**src/rtl/bullet_line_scanner_if.sv**
```systemverilog
// Read port of the bullet table: the scanner drives the index, the table
// answers combinationally with the selected entry's fields.
interface bullet_line_scanner_if;
    logic [2:0]  index;
    logic [15:0] position;   // [15:8]=x, [7:0]=y
    logic [15:0] size;       // [15:8]=width, [7:0]=height
    logic [2:0]  color;
    logic        isRender;

    modport master (output index, input position, size, color, isRender);
    modport slave  (input index, output position, size, color, isRender);
endinterface

```
**src/rtl/bullet_line_scanner.sv**
```systemverilog
// Per-scanline bullet reader: walks the 8 table entries at line start,
// keeps up to SLOTS bullets overlapping the line, then answers per-pixel
// hit/colour queries against those slots with one cycle of latency.
module bullet_line_scanner #(
    parameter int SLOTS = 4
) (
    input  logic                          clk,
    input  logic                          reset,
    input  logic                          line_start,
    input  logic [7:0]                    line_y,
    input  logic                          pix_valid,
    input  logic [7:0]                    px,
    bullet_line_scanner_if.master         tbl,
    output logic                          scan_busy,
    output logic                          pix_hit,
    output logic [2:0]                    pix_color,
    output logic                          line_overflow
);
    localparam int CW = $clog2(SLOTS + 1);
    localparam logic [CW-1:0] SLOTS_C = CW'(SLOTS);

    typedef enum logic {IDLE, SCAN} state_t;

    state_t                    state_q, state_d;
    logic [2:0]                idx_q, idx_d;
    logic [7:0]                row_q, row_d;
    logic [CW-1:0]             cnt_q, cnt_d;
    logic                      ovf_q, ovf_d;
    logic [SLOTS-1:0]          slot_vld_q, slot_vld_d;
    logic [SLOTS-1:0][7:0]     slot_x_q, slot_x_d;
    logic [SLOTS-1:0][7:0]     slot_w_q, slot_w_d;
    logic [SLOTS-1:0][2:0]     slot_c_q, slot_c_d;
    logic                      pix_hit_q, pix_hit_d;
    logic [2:0]                pix_color_q, pix_color_d;

    logic [7:0] ent_x, ent_y, ent_w, ent_h;
    logic [8:0] ent_bot;
    logic       ent_hit;
    logic [SLOTS-1:0] slot_hit;

    assign ent_x   = tbl.position[15:8];
    assign ent_y   = tbl.position[7:0];
    assign ent_w   = tbl.size[15:8];
    assign ent_h   = tbl.size[7:0];
    // 9-bit bottom edge so bullets straddling row 255 still cover their rows
    assign ent_bot = {1'b0, ent_y} + {1'b0, ent_h};
    assign ent_hit = tbl.isRender && ({1'b0, row_q} >= {1'b0, ent_y}) &&
                     ({1'b0, row_q} < ent_bot);

    assign tbl.index     = idx_q;
    assign scan_busy     = (state_q == SCAN);
    assign pix_hit       = pix_hit_q;
    assign pix_color     = pix_color_q;
    assign line_overflow = ovf_q;

    // Per-slot horizontal coverage of the current pixel, 9-bit right edge
    for (genvar i = 0; i < SLOTS; i++) begin : g_slot
        logic [8:0] right;
        assign right       = {1'b0, slot_x_q[i]} + {1'b0, slot_w_q[i]};
        assign slot_hit[i] = slot_vld_q[i] && (px >= slot_x_q[i]) &&
                             ({1'b0, px} < right);
    end

    // Scan FSM: line_start (re)starts from entry 0, hits fill slots in order
    always_comb begin
        state_d    = state_q;
        idx_d      = idx_q;
        row_d      = row_q;
        cnt_d      = cnt_q;
        ovf_d      = ovf_q;
        slot_vld_d = slot_vld_q;
        slot_x_d   = slot_x_q;
        slot_w_d   = slot_w_q;
        slot_c_d   = slot_c_q;
        if (line_start) begin
            state_d    = SCAN;
            idx_d      = 3'd0;
            row_d      = line_y;
            cnt_d      = '0;
            ovf_d      = 1'b0;
            slot_vld_d = '0;
        end else if (state_q == SCAN) begin
            if (ent_hit) begin
                if (cnt_q < SLOTS_C) begin
                    for (int i = 0; i < SLOTS; i++) begin
                        if (cnt_q == CW'(i)) begin
                            slot_vld_d[i] = 1'b1;
                            slot_x_d[i]   = ent_x;
                            slot_w_d[i]   = ent_w;
                            slot_c_d[i]   = tbl.color;
                        end
                    end
                    cnt_d = cnt_q + CW'(1);
                end else begin
                    ovf_d = 1'b1;
                end
            end
            if (idx_q == 3'd7) begin
                state_d = IDLE;
                idx_d   = 3'd0;
            end else begin
                idx_d = idx_q + 3'd1;
            end
        end
    end

    // Pixel stage: lowest-numbered covering slot wins; muted while scanning
    always_comb begin
        pix_hit_d   = 1'b0;
        pix_color_d = 3'b000;
        if (pix_valid && (state_q != SCAN) && !line_start) begin
            for (int i = SLOTS - 1; i >= 0; i--) begin
                if (slot_hit[i]) begin
                    pix_hit_d   = 1'b1;
                    pix_color_d = slot_c_q[i];
                end
            end
        end
    end

    // State and output registers, async reset aborts any scan in progress
    always_ff @(posedge clk or posedge reset) begin
        if (reset) begin
            state_q     <= IDLE;
            idx_q       <= 3'd0;
            row_q       <= 8'd0;
            cnt_q       <= '0;
            ovf_q       <= 1'b0;
            slot_vld_q  <= '0;
            slot_x_q    <= '0;
            slot_w_q    <= '0;
            slot_c_q    <= '0;
            pix_hit_q   <= 1'b0;
            pix_color_q <= 3'b000;
        end else begin
            state_q     <= state_d;
            idx_q       <= idx_d;
            row_q       <= row_d;
            cnt_q       <= cnt_d;
            ovf_q       <= ovf_d;
            slot_vld_q  <= slot_vld_d;
            slot_x_q    <= slot_x_d;
            slot_w_q    <= slot_w_d;
            slot_c_q    <= slot_c_d;
            pix_hit_q   <= pix_hit_d;
            pix_color_q <= pix_color_d;
        end
    end
endmodule

```
**src/flat_wrapper.sv**
```systemverilog
// flat-port wrapper written by rule: the top's interface ports become plain ports
module bullet_line_scanner_flat 
#(
    parameter int SLOTS = 4
)
  (clk, reset, line_start, line_y, pix_valid, px, scan_busy, pix_hit, pix_color, line_overflow, tbl_index, tbl_position, tbl_size, tbl_color, tbl_isRender);
  bullet_line_scanner_if tbl_i ();
  input  logic clk;
  input  logic reset;
  input  logic line_start;
  input  logic [7:0] line_y;
  input  logic pix_valid;
  input  logic [7:0] px;
  output logic scan_busy;
  output logic pix_hit;
  output logic [2:0] pix_color;
  output logic line_overflow;
  output wire logic [$bits(tbl_i.index)-1:0] tbl_index;
  input wire logic [$bits(tbl_i.position)-1:0] tbl_position;
  input wire logic [$bits(tbl_i.size)-1:0] tbl_size;
  input wire logic [$bits(tbl_i.color)-1:0] tbl_color;
  input wire logic [$bits(tbl_i.isRender)-1:0] tbl_isRender;
  assign tbl_index = tbl_i.index;
  assign tbl_i.position = tbl_position;
  assign tbl_i.size = tbl_size;
  assign tbl_i.color = tbl_color;
  assign tbl_i.isRender = tbl_isRender;
  bullet_line_scanner #(.SLOTS(SLOTS)) u_core (.clk(clk), .reset(reset), .line_start(line_start), .line_y(line_y), .pix_valid(pix_valid), .px(px), .tbl(tbl_i), .scan_busy(scan_busy), .pix_hit(pix_hit), .pix_color(pix_color), .line_overflow(line_overflow));
endmodule
```
**config.mk**
```make
export PLATFORM = sky130hd
export DESIGN_NAME = bullet_line_scanner_flat
export DESIGN_NICKNAME = d
export VERILOG_FILES = /design/src/rtl/bullet_line_scanner_if.sv /design/src/rtl/bullet_line_scanner.sv /design/src/flat_wrapper.sv
export SDC_FILE = /design/constraint.sdc
export NUM_CORES = 1
export LEC_CHECK = 0
export ABC_AREA = 0
export CAP_MARGIN = 25
export CORE_ASPECT_RATIO = 1.75
export CORE_MARGIN = 3
export CORE_UTILIZATION = 50
export DETAILED_ROUTE_END_ITERATION = 6
export PLACE_DENSITY_LB_ADDON = 0.25
export SLEW_MARGIN = 20
export SYNTH_ARGS = -nofsm -noshare
export SYNTH_HDL_FRONTEND = slang
export SYNTH_SLANG_ARGS = --single-unit
```
**constraint.sdc**
```tcl
create_clock -name clk -period 6.35 [get_ports clk]
set_clock_uncertainty 0.1 [all_clocks]
set_input_delay 0.9525 -clock clk [delete_from_list [all_inputs] [get_ports clk]]
set_output_delay 0.9525 -clock clk [all_outputs]
set_load 0.01 [all_outputs]
```
==> impl_results.md <==
* Nets@finish at 905
* Antenna viol nets, final at 0
* Post-synth ARST share at 1.00
* Drt wl/cell at 18.1 microns
* Clock Path Buffers at 2
* Routed vias at 5155
* Rows at 57
* Most used cell, CP: a21oi_1
* Post-synth EDFFs at 0
* Core footprint at 14000 sq um
* Cell breakdown of the critical path: clkdlybuf4s50_1 > ha_1 > a21o_1 > a21oi_1 > o21bai_1 > a21oi_1 > xor2_1 > ha_1 > a21oi_1 > nand2_1 > a41oi_1 > o21ai_2 > a211oi_4 > nand3_2 > mux2_4
* Final Max Slew Viols at 0
* Largest net degree at the start of global routing at 69
* Synth Flop Type: dfrtp_1
* Routability Congestion at 0.846
* DIE AREA at 16100 sq um
* Post_cts resized at 0
* GRT Util Overall at 0.213
* Yosys cell types at 56
* Final Hold Fails at 0
* Worst-skew pair later-pin latency at 0.35 ns
* Setup_tns at 0 ns
* Leakage at 4.12 nW
* Root buffer cell: clkbuf_16
* Post-CTS setup buffer count at 0
* Ports at 65
* Power Density at 301 nW/um^2
* HPWL after detailed placement at 13000 microns
* Vias/cell at 5.71
* Kind of cell adding the most delay to the critical path: compound AO/OA/AOI/OAI gates
* Synth top area cells: dfrtp_1 34%, ha_1 21%, mux2_4 9.9%
* Commonest cells in the netlist: 123 x ha_1, 100 x dfrtp_1, 63 x inv_1
* Critical Path AT at 5.07 ns
* Synth area leader: dfrtp_1
* Worst path slowest cell: nand3_2
* Vias in the first global route at 5513
* Unrepaired setup endpoints after global routing: no
* Final-report setup violation count at 0
* DRT Pass-1 Iters at 4
* Placed cells at 887
* Cts bufs inserted at 9
* Drt total wl at 16300 microns
* Htree depth at 3
* CP peak stage delay at 0.63 ns
* CP Launch Type: input port
* Top cell type's share of synthesized area at 0.344
* Worst endpoint required time at 6.48 ns
* Max-cap violation count at 0
* Final Cycle Share at 0.779
* Cts hold-fix bufs at 0
* Register area share after synthesis at 0.344
* Slew HR at 0.364
* Min-delay worst type: flip-flop to flip-flop
* Synthesized Nets at 838
* Number of remaining DRC errors at 0
* CTS tree: yes
* Antenna diode count at 0
* Yosys reg bits at 100
* Mapped Area at 7270 sq um
* Grt ovf at 0
* Tmin final at 4.94 ns
* Worst VDD drop at 0.142 mV
* Worst slew pin tran at 0.954 ns
* Initial core utilization at 0.518
* Synth warn at 0
* First-pass GRT wire length at 27100 microns
* Register clock-pin slew on the reported worst setup and hold paths at 0.07 ns
* Port bufs at 64
* Worst-path fanout max at 20
* Non-filler cells, final at 903
* Layout cell share with drive strength beyond 1 at 0.147
* Reg2reg start: u_core.slot_w_q[8]$_DFFE_PP0P_
* Drt initial violations at 169
* Status: finished, final reports clean
* Worst Setup End Kind: flip-flop
* Die height at 166 microns
* Synth Area per Inst at 11.1 sq um
* Post-synthesis cell count at 654
* Clock sinks at 100
* DIE WIDTH at 97.2 microns
* Area Growth Syn to Fin at 15.2%
* Crit Path Class: input port to flip-flop
* Hold path start: u_core.slot_w_q[11]$_DFFE_PP0P_
* Max frequency at 202 MHz
* Initial antenna violation count at 0
* Bufs and invs on worst path at 1
* Critical Path Start: tbl_position[1]
* Most frequent cell after synthesis: ha_1
==> final timing paths <==
kind                                                        end  slack [ns]  cells past startpoint
worst max-delay path            u_core.slot_w_q[19]$_DFFE_PP0P_        1.41                     15
worst min-delay path            u_core.slot_w_q[11]$_DFFE_PP0P_        0.40                      1
worst max register to register    u_core.pix_color[0]$_DFF_PP0_        2.08                     14
worst min register to register  u_core.slot_w_q[11]$_DFFE_PP0P_        0.40                      1
max in group asynchronous       u_core.slot_w_q[17]$_DFFE_PP0P_        4.05                      3
min in group asynchronous           u_core.row_q[2]$_DFFE_PP0P_        0.87                      2
==> placed cells by master, fill, tap and decap left out, drive strengths merged, types with 11 or more instances in the layout <==
cell type	count
nor2	21
dfrtp	100
ha	123
a21oi	52
a21o	17
nand2	26
mux2	84
nand3	11
clkdlybuf4s50	64
inv	66
xnor2	17
nand2b	12
o21ai	33
==> area by class of cell <==
cell class | count | area [sq um]
clock buffer | 10 | 229
clock inverter | 6 | 93.8
fill | 1168 | 5670
inverter | 63 | 239
multi-input combinational | 481 | 4440
sequential | 100 | 2500
tap | 177 | 221
timing repair buffer | 66 | 656
==> power by group <==
part,internal [mW],total [mW],leakage (nW),switching [mW]
Combinational,0.547,1.06,2.63,0.509
Sequential,0.760,0.860,1.32,0.100
Clock,0.351,0.607,0.159,0.256
==> kinds of logic (layout without fill, tap and decap cells) <==
kind of cell	count (synthesis)	after routing	share of synthesized area
compound gates	151	151	0.135
buf+inv	73	145	0.0454
xor+xnor	27	27	0.0325
fa+ha+maj	128	128	0.225
mux	86	86	0.158
flops	100	100	0.344
simple gates	89	89	0.0604
==> routing by layer <==
layer	share of wire	routed length, microns	vias up	global-route usage
li1	-	-	2490	-
met1	0.38	6140	2500	0.218
met2	0.54	8860	117	0.407
met3	0.031	508	48	0.0353
met4	0.050	815	0	0.119
met5	0	0	-	0
==> worst register-to-register path, cell delays in order (launching register included) <==
cell	delay (ns)
dfrtp_1	0.38
ha_1	0.23
fa_1	0.43
a211oi_1	0.32
o21bai_1	0.14
a21o_1	0.21
xnor2_1	0.13
ha_1	0.19
a2111oi_0	0.37
nand2_1	0.08
o21ai_0	0.19
a2bb2oi_1	0.12
nor4_1	0.69
a221oi_1	0.14
o32ai_1	0.41
==> sequential cells by signal, summed over array words and instances (netlist names) <==
register and flops:
u_core.slot_vld_q 4, u_core.slot_w_q 32, u_core.slot_c_q 12, u_core.scan_busy 1
u_core.cnt_q 3, u_core.tbl.index 3, u_core.slot_x_q 32, u_core.line_overflow 1
u_core.row_q 8, u_core.pix_hit 1, u_core.pix_color 3
==> through the flow <==
step / power [mW] / cell area, sq um / setup slack (ns) / hold slack [ns] / utilization
3_5_place_dp: 1.92 / 8060 / 0.986 / 0.388 / 0.574
3_3_place_gp: 1.84 / 8060 / 1.13 / 0.370 / 0.574
6_report: 2.52 / 8380 / 1.41 / 0.399 / 0.596
5_1_grt: 2.72 / 8380 / 1.11 / 0.435 / 0.596
2_1_floorplan: 1.65 / 7270 / 2.44 / 0.353 / -
4_1_cts: 2.54 / 8380 / 1.36 / 0.404 / 0.596
Power figures use the tool's default switching activity.
